**config.mk**
```make
export PLATFORM = sky130hd
export DESIGN_NAME = button_conditioner_flat
export DESIGN_NICKNAME = d
export VERILOG_FILES = /design/src/rtl/button_conditioner_if.sv /design/src/rtl/button_conditioner.sv /design/src/flat_wrapper.sv
export SDC_FILE = /design/constraint.sdc
export NUM_CORES = 1
export LEC_CHECK = 0
export CELL_PAD_IN_SITES_DETAIL_PLACEMENT = 1
export CELL_PAD_IN_SITES_GLOBAL_PLACEMENT = 2
export CORE_MARGIN = 3
export CORE_UTILIZATION = 40
export DETAILED_ROUTE_END_ITERATION = 8
export PLACE_DENSITY_LB_ADDON = 0.1
export SYNTH_ARGS = -nofsm -noshare
export SYNTH_HDL_FRONTEND = slang
export SYNTH_SLANG_ARGS = --single-unit
```
**constraint.sdc**
```tcl
create_clock -name clk -period 3.7 [get_ports clk]
set_input_delay 0.37 -clock clk [delete_from_list [all_inputs] [get_ports clk]]
set_output_delay 0.37 -clock clk [all_outputs]
set_load 0.02 [all_outputs]
```
**src/rtl/button_conditioner_if.sv**
```systemverilog
// Button bundle between the raw active-low switches and the conditioned outputs.
// The master side drives the raw inputs. The slave (conditioner) side returns level and pulses.
interface button_conditioner_if #(
  parameter int NUM_BTN = 2
);
  logic [NUM_BTN-1:0] btn_n;
  logic [NUM_BTN-1:0] btn_level;
  logic [NUM_BTN-1:0] btn_press;
  logic [NUM_BTN-1:0] btn_release;

  modport master (
    output btn_n,
    input  btn_level,
    input  btn_press,
    input  btn_release
  );

  modport slave (
    input  btn_n,
    output btn_level,
    output btn_press,
    output btn_release
  );
endinterface

```
**src/rtl/button_conditioner.sv**
```systemverilog
// Per-button synchroniser, active-low to active-high inversion, and debounce FSM.
// Each channel produces a stable level plus single-cycle press/release pulses.
module button_conditioner #(
  parameter int NUM_BTN         = 2,
  parameter int DEBOUNCE_CYCLES = 500000,
  parameter int CNT_WIDTH       = 20
) (
  input logic                 clk,
  input logic                 rst,
  button_conditioner_if.slave btn
);

  localparam logic [1:0] ST_RELEASED  = 2'd0;
  localparam logic [1:0] ST_ARMING    = 2'd1;
  localparam logic [1:0] ST_PRESSED   = 2'd2;
  localparam logic [1:0] ST_DISARMING = 2'd3;

  localparam logic [CNT_WIDTH-1:0] CNT_ZERO = {CNT_WIDTH{1'b0}};
  localparam logic [CNT_WIDTH-1:0] CNT_ONE  = CNT_WIDTH'(1);
  localparam logic [CNT_WIDTH-1:0] CNT_LAST = CNT_WIDTH'(DEBOUNCE_CYCLES - 1);

  logic [NUM_BTN-1:0] meta_r;
  logic [NUM_BTN-1:0] sync_r;
  logic [NUM_BTN-1:0] level_s;
  logic [NUM_BTN-1:0] press_s;
  logic [NUM_BTN-1:0] rel_s;

  // Two-flop synchroniser on the inverted raw inputs; the only path from btn_n into logic
  always_ff @(posedge clk) begin
    if (rst) begin
      meta_r <= {NUM_BTN{1'b0}};
      sync_r <= {NUM_BTN{1'b0}};
    end else begin
      meta_r <= ~btn.btn_n;
      sync_r <= meta_r;
    end
  end

  for (genvar i = 0; i < NUM_BTN; i++) begin : g_chan
    logic [1:0]           state_r;
    logic [1:0]           state_nx;
    logic [CNT_WIDTH-1:0] cnt_r;
    logic [CNT_WIDTH-1:0] cnt_nx;
    logic                 level_r;
    logic                 level_nx;
    logic                 press_r;
    logic                 press_nx;
    logic                 rel_r;
    logic                 rel_nx;
    logic                 s;

    assign s = sync_r[i];

    // Debounce next-state: the count is compared before incrementing, so it never wraps
    always_comb begin
      state_nx = state_r;
      cnt_nx   = cnt_r;
      level_nx = level_r;
      press_nx = 1'b0;
      rel_nx   = 1'b0;
      case (state_r)
        ST_RELEASED: begin
          if (s) begin
            state_nx = ST_ARMING;
            cnt_nx   = CNT_ZERO;
          end else begin
            state_nx = ST_RELEASED;
          end
        end
        ST_ARMING: begin
          if (!s) begin
            state_nx = ST_RELEASED;
            cnt_nx   = CNT_ZERO;
          end else if (cnt_r == CNT_LAST) begin
            state_nx = ST_PRESSED;
            level_nx = 1'b1;
            press_nx = 1'b1;
          end else begin
            cnt_nx = cnt_r + CNT_ONE;
          end
        end
        ST_PRESSED: begin
          if (!s) begin
            state_nx = ST_DISARMING;
            cnt_nx   = CNT_ZERO;
          end else begin
            state_nx = ST_PRESSED;
          end
        end
        ST_DISARMING: begin
          if (s) begin
            state_nx = ST_PRESSED;
            cnt_nx   = CNT_ZERO;
          end else if (cnt_r == CNT_LAST) begin
            state_nx = ST_RELEASED;
            level_nx = 1'b0;
            rel_nx   = 1'b1;
          end else begin
            cnt_nx = cnt_r + CNT_ONE;
          end
        end
        default: begin
          state_nx = ST_RELEASED;
          cnt_nx   = CNT_ZERO;
          level_nx = 1'b0;
        end
      endcase
    end

    // Channel state, counter and registered outputs; reset wins even mid-debounce
    always_ff @(posedge clk) begin
      if (rst) begin
        state_r <= ST_RELEASED;
        cnt_r   <= CNT_ZERO;
        level_r <= 1'b0;
        press_r <= 1'b0;
        rel_r   <= 1'b0;
      end else begin
        state_r <= state_nx;
        cnt_r   <= cnt_nx;
        level_r <= level_nx;
        press_r <= press_nx;
        rel_r   <= rel_nx;
      end
    end

    assign level_s[i] = level_r;
    assign press_s[i] = press_r;
    assign rel_s[i]   = rel_r;
  end

  assign btn.btn_level   = level_s;
  assign btn.btn_press   = press_s;
  assign btn.btn_release = rel_s;

endmodule
```
**src/flat_wrapper.sv**
```systemverilog
// flat-port wrapper written by rule: the top's interface ports become plain ports
module button_conditioner_flat 
#(
  parameter int NUM_BTN         = 2,
  parameter int DEBOUNCE_CYCLES = 500000,
  parameter int CNT_WIDTH       = 20
)
  (clk, rst, btn_btn_n, btn_btn_level, btn_btn_press, btn_btn_release);
  button_conditioner_if #(.NUM_BTN(NUM_BTN)) btn_i ();
  input logic clk;
  input logic rst;
  input wire logic [$bits(btn_i.btn_n)-1:0] btn_btn_n;
  output wire logic [$bits(btn_i.btn_level)-1:0] btn_btn_level;
  output wire logic [$bits(btn_i.btn_press)-1:0] btn_btn_press;
  output wire logic [$bits(btn_i.btn_release)-1:0] btn_btn_release;
  assign btn_i.btn_n = btn_btn_n;
  assign btn_btn_level = btn_i.btn_level;
  assign btn_btn_press = btn_i.btn_press;
  assign btn_btn_release = btn_i.btn_release;
  button_conditioner #(.NUM_BTN(NUM_BTN), .DEBOUNCE_CYCLES(DEBOUNCE_CYCLES), .CNT_WIDTH(CNT_WIDTH)) u_core (.clk(clk), .rst(rst), .btn(btn_i));
endmodule
```
==> summary by stage <==
Cells and area
The total non-filler cell area in the finished layout is 0.00286 mm^2. The final standard cell count with taps included and fillers excluded is 381. The antenna diode count is 0. The post-route netlist has 6.91% of its cells at a drive strength greater than 1. The synthesis-to-layout area growth is 7.84%. After the last flow step, the layout net total stands at 309.

Synthesis
The most instantiated flip-flop cell in the synthesis netlist is sky130_fd_sc_hd__dfxtp_1. Of all cell types, the one taking the most synthesized area is sky130_fd_sc_hd__dfxtp_1. Averaged over all synthesized cells, the footprint is 8.77 um^2. The count of flip-flops with a built-in enable after synthesis is 0. The number of different library cells used by synthesis comes to 49.

Sorting the synthesized cells by area gives the leading types as sky130_fd_sc_hd__dfxtp_1 41%, sky130_fd_sc_hd__xor2_1 8.3%, sky130_fd_sc_hd__nor2_1 5.5%. The synthesized cell area is 0.00265 mm^2. Yosys instantiated no cell more often than sky130_fd_sc_hd__dfxtp_1. Yosys printed 0 warnings. After synthesis the netlist holds a flip-flop and latch count of 54. After synthesis, the most frequently instantiated cells are 54 x sky130_fd_sc_hd__dfxtp_1, 39 x sky130_fd_sc_hd__nor2_1, 25 x sky130_fd_sc_hd__xor2_1. The share of Yosys cell area claimed by the top area cell type is 40.8%.

The number of nets produced by synthesis is 308. The synthesized instance count is 302. The async set or reset register ratio after synthesis is 0%. The sequential cell area fraction in the yosys report is 40.8%.

Timing
The hold violation total from the final report is 0. The smallest clock period supported by the final layout is computed as 2.16 ns. Static timing analysis puts the maximum clock frequency at 463 MHz. Adding up every negative setup slack in the final design gives 0 ns.

The worst-margin pin slew is 0.662 ns. Setup violations remaining at the end of the flow were counted as 0. The setup slack of the critical path after layout is 1.54 ns. Measured against its own limit, the worst slew margin works out to 55.8%. Setup repair after global routing left no endpoint under its margin.

The final worst-path cycle share is 58.4%. Between clock sinks in the finished design, the worst skew comes to 0.0119 ns. The final count of pins violating max slew is 0.

CTS
The count of hold-fix buffers inserted at cts is 0. The clock tree synthesis step divided the H-tree into 2 levels. The maximum count of clock buffers along a single path is 2. The clock latency of the later-clocked register in the worst-skew pair is 0.31 ns. Buffers inserted during clock tree synthesis total 5. The post-CTS resize count is 0.

TritonCTS built the clock tree. In this run the post-CTS setup repair buffer count came out at 0. The CTS root buffer is sky130_fd_sc_hd__clkbuf_8. The clock drives 54 sinks.

Clock-pin slew was measured on the worst setup and hold paths at 0.11 ns.

Hold path
The min-delay analysis places its worst path in the category reg2reg. The worst hold path depth is 1.

Power and ir drop
For this design the static power due to leakage is 0.954 nW. Across the VDD grid, the largest voltage drop is 0.151 mV. The power per cell area is 344 mW/mm^2. The overall power is 0.982 mW.

Floorplanning
The die covers 0.00764 mm^2. In this run the core area contains 29 standard-cell rows. The die is 87.4 um tall. The effective utilization at floorplan is 41.5%. Measured along the x axis, the die boundary spans 87.4 um. The core footprint is 0.00639 mm^2.

The I/O pin total is 10.

Route
After the first detailed-routing iteration, the DRC count stood at 70. The routed via count is 2136. For this run, design rule violations remaining after detail routing come to 0. The via count normalized by instance count is 5.61. The number of detailed-routing iterations run before antenna repair is 4. The sum of routed wire length over all layers is 5.84 mm. The final antenna-violating net count is 0. In the final routed layout, each cell accounts on average for 15.3 um.

Worst setup path
The worst setup path is captured at a flop. The cell at the slowest stage of the critical path is sky130_fd_sc_hd__nand4_1. The worst path buffer plus inverter count is 0. On the critical path the largest part of the delay comes from simple AND/OR/NAND/NOR gates.

The startpoint type of the worst setup path is a flop. Counting buffers and inverters, the worst setup path is 4 cells deep. The cell depth of the worst flop-to-flop path is 4.

For the worst setup path, the data required time is 3.92 ns. Traced cell by cell, the critical path runs through nor4b_1 -> nand4_1 -> or2_1 -> a32o_1. In this run the worst path has a maximum fanout of 15. The worst setup path is of the reg2reg kind.

The largest single stage delay on the critical path is 0.56 ns. The data arrival time of the critical path is 2.38 ns.

Placed design
The worst-case setup slack after placement is 1.48 ns. The area after detailed placement is 0.00276 mm^2. The number of placed instances with taps included is 373. Summed over all nets, the half-perimeter wirelength after detailed placement is 4.07 mm. The number of buffers inserted by port buffering is 9. The weighted congestion reported at the end of routability-driven placement is 0.724.

Global route
The total congestion overflow is 0. Global routing consumed, over all layers together, 16.9% of the routing resources. The pin count of the biggest net entering global routing is 19. The initial antenna violation count is 0.

The wire length of the first global-routing pass is 10.3 mm. The number of global-route vias before repair is 2078.

Outcome
The flow ran to the end, and the final reports show no timing, DRC or antenna violations.

Flow run
Max-cap violations in this run came to 0.
-- final timing paths --
check	slack, ns	to	startpoint
worst max-delay path	1.54	u_core.g_chan[1].cnt_r[1]	u_core.g_chan[1].cnt_r[11]
worst min-delay path	0.45	u_core.sync_r[1]	u_core.meta_r[1]
worst max register to register	1.54	u_core.g_chan[1].cnt_r[1]	u_core.g_chan[1].cnt_r[11]
worst min register to register	0.45	u_core.sync_r[1]	u_core.meta_r[1]
-- stage by stage --
step,hold WS [ns],util (%)
after floorplan,0.414,-
after global placement,0.427,43.3
after detailed placement,0.430,43.3
after CTS,0.456,44.7
after global routing,0.469,44.7
final,0.449,44.7
-- registers in the layout (all words and copies together) (netlist names), named ones only --
register and flops:
u_core.g_chan.level_r 2, u_core.g_chan.rel_r 2, u_core.meta_r 2, u_core.sync_r 2, u_core.g_chan.state_r 2, u_core.g_chan.press_r 2, u_core.g_chan.cnt_r 40
-- metal layers --
layer / part of all wire [%] / wire length [um] / GRT usage, % / vias up
li1: - / - / - / 1085
met1: 56 / 3270 / 26.5 / 1021
met2: 40 / 2330 / 23.0 / 26
met3: 3.1 / 178 / 2.55 / 4
met4: 0.91 / 53 / 5.44 / 0
met5: 0 / 0 / 0 / -
-- power by group --
| part | switching [mW] | internal, mW | total [mW] |
|---|---|---|---|
| logic | 0.0249 | 0.0162 | 0.0411 |
| clock network | 0.198 | 0.151 | 0.349 |
| registers | 0.00576 | 0.586 | 0.592 |
-- kinds of logic after synthesis --
family,synth area share (%)
AND/OR/NAND/NOR,30.4
XOR/XNOR,10.9
flip-flops,40.8
adder cells (fa/ha/maj),0.944
AO/OA/AOI/OAI,11.3
multiplexers,1.51
buffers and inverters,4.20
-- cells in the final DEF (no fill, tap or decap), types with 3 or more instances in the layout --
cell,n
sky130_fd_sc_hd__and3b_1,3
sky130_fd_sc_hd__inv_1,6
sky130_fd_sc_hd__a31oi_1,3
sky130_fd_sc_hd__o21ai_0,10
sky130_fd_sc_hd__nand2_1,13
sky130_fd_sc_hd__nor2_1,39
sky130_fd_sc_hd__dfxtp_1,54
sky130_fd_sc_hd__and3_1,6
sky130_fd_sc_hd__and4_1,3
sky130_fd_sc_hd__nor3_1,8
sky130_fd_sc_hd__mux2i_1,4
sky130_fd_sc_hd__xnor2_1,6
sky130_fd_sc_hd__nor4_1,5
sky130_fd_sc_hd__clkdlybuf4s50_1,9
sky130_fd_sc_hd__o211ai_1,5
sky130_fd_sc_hd__or3_1,5
sky130_fd_sc_hd__a21oi_1,10
sky130_fd_sc_hd__nor2b_1,6
sky130_fd_sc_hd__and2_1,4
sky130_fd_sc_hd__clkbuf_8,6
sky130_fd_sc_hd__o2111ai_1,3
sky130_fd_sc_hd__nand4_1,17
sky130_fd_sc_hd__nand3_1,15
sky130_fd_sc_hd__nor4b_2,3
sky130_fd_sc_hd__xor2_1,25
-- layout make-up --
type	count	area [um^2]
Fill cell	771	3530
Multi-Input combinational cell	225	1460
Sequential cell	54	1080
Timing Repair Buffer	11	105
Tap cell	77	96.3
Clock buffer	6	82.6
Inverter	6	22.5
Clock inverter	2	12.5
-- worst register-to-register path: stages (launching register included) --
cell,delay (ns)
sky130_fd_sc_hd__dfxtp_1,0.35
sky130_fd_sc_hd__nor4b_1,0.33
sky130_fd_sc_hd__nand4_1,0.56
sky130_fd_sc_hd__or2_1,0.54
sky130_fd_sc_hd__a32o_1,0.29
No activity file was read; power rests on OpenSTA's default activity.
